--- src/rtl/spe_ingress_buffer.sv ---
// SPE ingress stage: filters NoC packets by destination address and queues
// kept {opcode, data} entries in a small FIFO for the SPE functional block.

module spe_ingress_entry #(
  parameter int W = 29
) (
  input  logic         clk,
  input  logic         rst_n,
  input  logic         we,
  input  logic [W-1:0] d,
  output logic [W-1:0] q
);
  always_ff @(posedge clk or negedge rst_n)
    if (!rst_n)  q <= '0;
    else if (we) q <= d;
endmodule

module spe_ingress_buffer #(
  parameter int         PKT_W        = 33,
  parameter int         ADDR_START   = 32,
  parameter int         ADDR_END     = 29,
  parameter int         OPCODE_START = 28,
  parameter int         OPCODE_END   = 25,
  parameter int         DATA_START   = 24,
  parameter int         DATA_END     = 0,
  parameter int         PE_ID        = 0,
  parameter logic [3:0] BCAST_ADDR   = 4'hF,
  parameter int         DEPTH        = 4
) (
  input  logic                              clk,
  input  logic                              rst_n,
  input  logic                              in_valid,
  output logic                              in_ready,
  input  logic [PKT_W-1:0]                  in_packet,
  output logic                              out_valid,
  input  logic                              out_ready,
  output logic [OPCODE_START-OPCODE_END:0]  out_opcode,
  output logic [DATA_START-DATA_END:0]      out_data,
  output logic [$clog2(DEPTH):0]            occupancy,
  output logic                              drop_pulse,
  output logic [7:0]                        drop_count
);
  localparam int AW = ADDR_START - ADDR_END + 1;
  localparam int OW = OPCODE_START - OPCODE_END + 1;
  localparam int DW = DATA_START - DATA_END + 1;
  localparam int EW = OW + DW;
  localparam int IW = $clog2(DEPTH);
  localparam int PW = IW + 1;

  typedef struct packed {
    logic [OW-1:0] opcode;
    logic [DW-1:0] data;
  } entry_t;

  logic [PW-1:0] wr_ptr, rd_ptr, wr_nxt, rd_nxt;
  logic [AW-1:0] pkt_addr;
  entry_t        pkt_ent, head;
  logic          accept, keep, push, pop, full_nxt, empty_nxt;

  logic [DEPTH-1:0]         ent_we;
  logic [DEPTH-1:0][EW-1:0] ent_q;

  assign pkt_addr = in_packet[ADDR_START:ADDR_END];
  assign pkt_ent  = '{opcode: in_packet[OPCODE_START:OPCODE_END],
                      data:   in_packet[DATA_START:DATA_END]};

  assign keep   = (pkt_addr == AW'(PE_ID)) || (pkt_addr == AW'(BCAST_ADDR));
  assign accept = in_valid && in_ready;
  assign push   = accept && keep;
  assign pop    = out_valid && out_ready;

  assign wr_nxt = push ? wr_ptr + PW'(1) : wr_ptr;
  assign rd_nxt = pop  ? rd_ptr + PW'(1) : rd_ptr;

  // Flags are computed on the next pointers so the registered handshakes
  // track occupancy exactly, one edge after each push/pop.
  assign full_nxt  = (wr_nxt[IW] != rd_nxt[IW]) && (wr_nxt[IW-1:0] == rd_nxt[IW-1:0]);
  assign empty_nxt = (wr_nxt == rd_nxt);

  always_ff @(posedge clk or negedge rst_n)
    if (!rst_n) begin
      wr_ptr    <= '0;
      rd_ptr    <= '0;
      in_ready  <= 1'b0;
      out_valid <= 1'b0;
    end else begin
      wr_ptr    <= wr_nxt;
      rd_ptr    <= rd_nxt;
      in_ready  <= !full_nxt;
      out_valid <= !empty_nxt;
    end

  always_ff @(posedge clk or negedge rst_n)
    if (!rst_n) begin
      drop_pulse <= 1'b0;
      drop_count <= '0;
    end else begin
      drop_pulse <= accept && !keep;
      if (accept && !keep && drop_count != 8'hFF)
        drop_count <= drop_count + 8'd1;
    end

  for (genvar i = 0; i < DEPTH; i++) begin : g_ent
    assign ent_we[i] = push && (wr_ptr[IW-1:0] == IW'(i));
    spe_ingress_entry #(.W(EW)) u_ent (
      .clk   (clk),
      .rst_n (rst_n),
      .we    (ent_we[i]),
      .d     (pkt_ent),
      .q     (ent_q[i])
    );
  end

  // Head is read straight from storage; it cannot change while held because
  // the write slot never aliases the head unless the FIFO is empty.
  assign head       = ent_q[rd_ptr[IW-1:0]];
  assign out_opcode = head.opcode;
  assign out_data   = head.data;
  assign occupancy  = wr_ptr - rd_ptr;

endmodule

--- config.mk ---
export PLATFORM = sky130hd
export DESIGN_NAME = spe_ingress_buffer
export DESIGN_NICKNAME = d
export VERILOG_FILES = /design/src/rtl/spe_ingress_buffer.sv
export SDC_FILE = /design/constraint.sdc
export NUM_CORES = 1
export LEC_CHECK = 0
export ABC_AREA = 1
export BUFFER_PORTS_ARGS = -buffer_cell sky130_fd_sc_hd__clkbuf_2
export CAP_MARGIN = 20
export CORE_MARGIN = 4
export CORE_UTILIZATION = 30
export DETAILED_ROUTE_END_ITERATION = 12
export MAX_ROUTING_LAYER = met4
export PLACE_DENSITY = 0.44
export SETUP_SLACK_MARGIN = 0.15
export SLEW_MARGIN = 20
export SYNTH_ARGS = -nofsm -noshare
export SYNTH_HDL_FRONTEND = slang
export SYNTH_HIERARCHICAL = 1
export SYNTH_SLANG_ARGS = --single-unit
--- constraint.sdc ---
create_clock -name clk -period 1.7 [get_ports clk]
set_input_delay 0.085 -clock clk [delete_from_list [all_inputs] [get_ports clk]]
set_output_delay 0.085 -clock clk [all_outputs]
set_load 0.02 [all_outputs]
[Word-level counts from Yosys, hierarchy flattened]
Index checks and enable logic that the tools add are counted.
Storage, ports and cells
  bits of input ports: 37
  register bits after elaboration: 133
  memory bits (read-only): 0
  memories kept: 0
  bits in writable memories: 0
  word-level logic and storage cells: 43
  bits in latches: 0
  output and inout port bits: 43
Operators by class
  bitwise logic cells: 0
  add/subtract/negate cells: 4
  reductions and logical operators: 16
  $lt $le $gt $ge: 1
  $mul: 0
  divide/modulo/power cells: 0
  shift operators: 0
  equality and inequality tests: 8
  muxes and demuxes: 4
Operator list (count)
  $bmux 29 s2: 1
  $mux 29: 1
  $logic_and 1x1->1: 10
  $add 8x1->8 const B: 1
  $ne 8x8->1 const B: 1
  $add 3x1->3 const B: 2
  $mux 3: 2
  $eq 2x2->1 const B: 2
  $eq 4x4->1 const B: 1
  $logic_not 4->1: 1
  $eq 3x3->1: 1
  $logic_not 1->1: 3
  $lt 2x3->1 const B: 1
  $sub 3x3->3: 1
  $eq 2x1->1 const B: 1
  $eq 2x2->1: 1
  $logic_not 2->1: 1
  $logic_or 1x1->1: 1
  $ne 1x1->1: 1

[Longest topological paths before layout]
  depth in word-level cells: 7
  gate-level depth with buffers: 10
  depth with buffers taken out: 10

[Modules after synthesis]
The synthesis kept the hierarchy.
By module, submodules not included
  spe_ingress_entry: area an instance 1103.6 µm², cells an instance 123, times used 4, seq. area each 725.7 µm²
  spe_ingress_buffer: area an instance 1861.8 µm², cells an instance 304, times used 1, seq. area each 425.4 µm²

[Least setup slack after synthesis]
OpenSTA, ideal clock, no wires.
  kind: flip-flop to output port
  from: reg wr_ptr[0]
  to: out occupancy[2]
  cell stages (with the launch flop): 5
  arrival time: 1.469 ns
  path slack: 0.146 ns
  buffers on the path: 0
  required time: 1.615 ns
  cells stage by stage: dfrtp_1 -> inv_1 -> ha_1 -> fa_1 -> xnor2_1
On the way
  longest elaborated chain between the ends: 1
Ends and longest elaborated chain
  from (decl): RTL line 55  | logic [PW-1:0] wr_ptr, rd_ptr, wr_nxt, rd_nxt;
  from (signal assigned): RTL line 87  | wr_ptr <= wr_nxt;
  $sub 3x3->3: RTL line 119  | assign occupancy = wr_ptr - rd_ptr;
  to (decl): RTL line 39  | output logic [$clog2(DEPTH):0] occupancy,
No other way between the ends.

[Worst setup path in the final report]
  from: reg rd_ptr[0]
  to: out occupancy[1]
On the way
  longest elaborated chain between the ends: 1
Ends and longest elaborated chain
  from (decl): RTL line 55
  from (signal assigned): RTL line 88  | rd_ptr <= rd_nxt;
  $sub 3x3->3: RTL line 119
No other way between the ends.

==> out/results.txt <==
Final number of max-transition violations -> 0
Yosys reg bits -> 133
Vias/cell -> 4.506
First-pass GRT wire length -> 29.86 mm
Wire per inst -> 15.76 µm
Pre-CTS worst setup slack -> 0.05875 ns
Gr usage total -> 16.69%
Register area -> 3331 µm²
Final period util -> 109.4%
Outcome -> finished with violations
Mapped Area -> 6276 µm²
Setup TNS -> -1.970 ns
Root Buffer -> clkbuf_16
Unrepaired setup endpoints after global routing -> true
Worst Tran Pin Value -> 0.4672 ns
Worst-path clk slew -> 0.06 ns
Gr ovfl total -> 0
H-tree levels -> 4
Row count -> 52
Antenna Nets Post-Route -> 0
Setup violators final -> 29
Synth area leader -> dfrtp_1
Top post-synthesis cells by area -> dfrtp_1 53%, nand2_1 23%, o21ai_0 4.1%, nor2_1 4.0%, o22ai_1 2.9%
Pleak -> 4.430 nW
GPL Wtd Cong -> 0.7968
Worst Slack Setup Final -> -0.1602 ns
Sink Count -> 133
Vias in the first global route -> 5434
Drt drc -> 0
Proportion of netlist area held by the largest area contributor -> 53.03%
Post-DP HPWL -> 11.40 mm
Clock skew -> 0.007579 ns
Post-Syn Instances -> 796
N_diodes -> 0
Starting Density -> 30.72%
Nets -> 970
Die Width -> 152.6 µm
Number of port buffers -> 79
Core area -> 20430 µm²
Finished Layout Cells -> 1206
DRT Pass-1 Iters -> 4
Placed Cells -> 1126
Max_cap viols -> 0
Final hold viol count -> 0
WL final -> 19.01 mm
Power Density -> 1991 nW/µm²
Final min period -> 1.860 ns
CTS Buf Count -> 17
CTS tree -> yes
Share of cells above drive strength 1 -> 21.69%
Crit-path max FO -> 5
Startpoint Class -> flip-flop
WS Path Type -> reg2out
Failing checks -> negative setup slack
Die area -> 23300 µm²
Sequential element share of the synthesized area -> 53.03%
Multi-input gate area -> 2795 µm²
Hold slack -> 0.05091 ns
I/O pin total -> 80
Skew-Pair Late Insertion Delay -> 0.41 ns
Fill cell count -> 2109
Vias -> 5434
Synth unique cells -> 25
Initial antenna violation count -> 0
Fmax achieved -> 537.6 MHz
Largest net degree at the start of global routing -> 45
Synthesis Warnings -> 6
Worst hold path type -> in2reg
Clock buffer depth -> 2
Peak VDD IR -> 758.0 µV
Die Y-Extent -> 152.6 µm
Area Growth Syn to Fin -> 36.86%
Mean Syn Cell Area -> 7.884 µm²
Synth Net Count -> 841
Crit. End Element -> output pin
CP arrival -> 1.78 ns
DR iter-0 viols -> 274
Relative slew margins -> 68.86%
CP Data Required Time -> 1.62 ns
==> what timing repair did <==
item	4_1_cts	5_1_grt
endpoints found under the setup margin	150	151
hold endpoints to repair	157	0
cloned	3	3
resized for setup	63	105
setup buffers	8	6
hold buffers	30	0
pin swaps	7	19
==> Yosys cell counts (all sizes together) <==
master    n
nand2   393
dfrtp   133
nor2     67
o21ai    65
buf      31
o22ai    29
inv      27
nand3    17
clkbuf   11
ha        7
xor2      5
xnor2     4
clkinv    2
nand3b    2
fa        1
nand4     1
nor3      1
==> critical path, stage by stage (launching register included) <==
cell and delay (ns):
dfrtp_2 0.49, ha_4 0.19, fa_2 0.53, inv_2 0.04
buf_8 0.12
==> flip-flops by register name, summed over array words and instances, names as in the netlist <==
name and count:
g_ent.u_ent/q 116, drop_count 8, rd_ptr 3, wr_ptr 3, drop_pulse 1, in_ready 1, out_valid 1
==> layout by cell type, fill, tap and decap left out, types with 6 or more instances in the layout <==
master,instances
dfrtp_1,131
o21ai_2,11
nand2_1,391
clkbuf_2,47
o22ai_1,20
dlygate4sd3_1,30
inv_2,7
o22ai_2,8
clkbuf_16,19
buf_4,32
clkbuf_4,7
clkbuf_8,7
nand3_1,15
nor2_1,57
nor2_4,6
inv_1,15
buf_12,11
o21ai_1,27
buf_6,12
o21ai_0,25
==> worst paths after layout <==
path                                startpoint                    to  slack, ns  depth (start not counted)
max reg2reg                          rd_ptr[0]              in_ready       0.02                          8
min                                  out_ready             rd_ptr[0]       0.05                          3
min reg2reg                g_ent[2].u_ent/q[2]   g_ent[2].u_ent/q[2]       0.46                          2
max in group asynchronous                rst_n  g_ent[2].u_ent/q[11]       0.87                          3
max                                  rd_ptr[0]          occupancy[1]      -0.16                          4
min in group asynchronous                rst_n  g_ent[3].u_ent/q[28]       0.18                          2
==> kinds of logic after synthesis <==
family                     Yosys count  share of synthesized area [%]
AOI/OAI and AO/OA                   94                          8.194
xor gates and xnor gates             9                          1.256
adders and majority gates            8                          1.714
buffers and inverters               71                          6.021
DFF                                133                          53.03
and+or+nand+nor                    481                          29.78
==> report_power, final <==
part	switching, mW	leakage (nW)	internal (mW)
clock network	1.31	0.280	2.30
registers	0.831	1.73	4.45
logic	4.52	2.42	3.69
total	6.67	4.43	10.4
==> through the flow <==
| stage | util [%] | total power, mW | area (µm²) |
|---|---|---|---|
| 6_report | 42.04 | 17.10 | 8589 |
| 5_1_grt | 42.04 | 18.33 | 8589 |
| 4_1_cts | 40.35 | 16.32 | 8244 |
| 3_5_place_dp | 34.27 | 11.46 | 7000 |
| 3_3_place_gp | 34.27 | 11.43 | 7000 |
| 2_1_floorplan | - | 9.166 | 6284 |
==> metal layers <==
metal	part of all wire, %	track usage (%)	wire, µm
met1	49	22.43	9266
met2	47	26.34	8938
met3	3.6	3.664	682
met4	0.63	3.182	120
met5	0	-	0
==> layout make-up <==
class	count	share of cell area (%)
clock buffers	26	5.812
clock inverters	4	0.8157
inverters	29	1.559
multi-input cells	592	32.54
flip-flops and latches	133	38.78
well taps	270	3.933
repair buffers	152	16.56
Power figures use the tool's default switching activity.
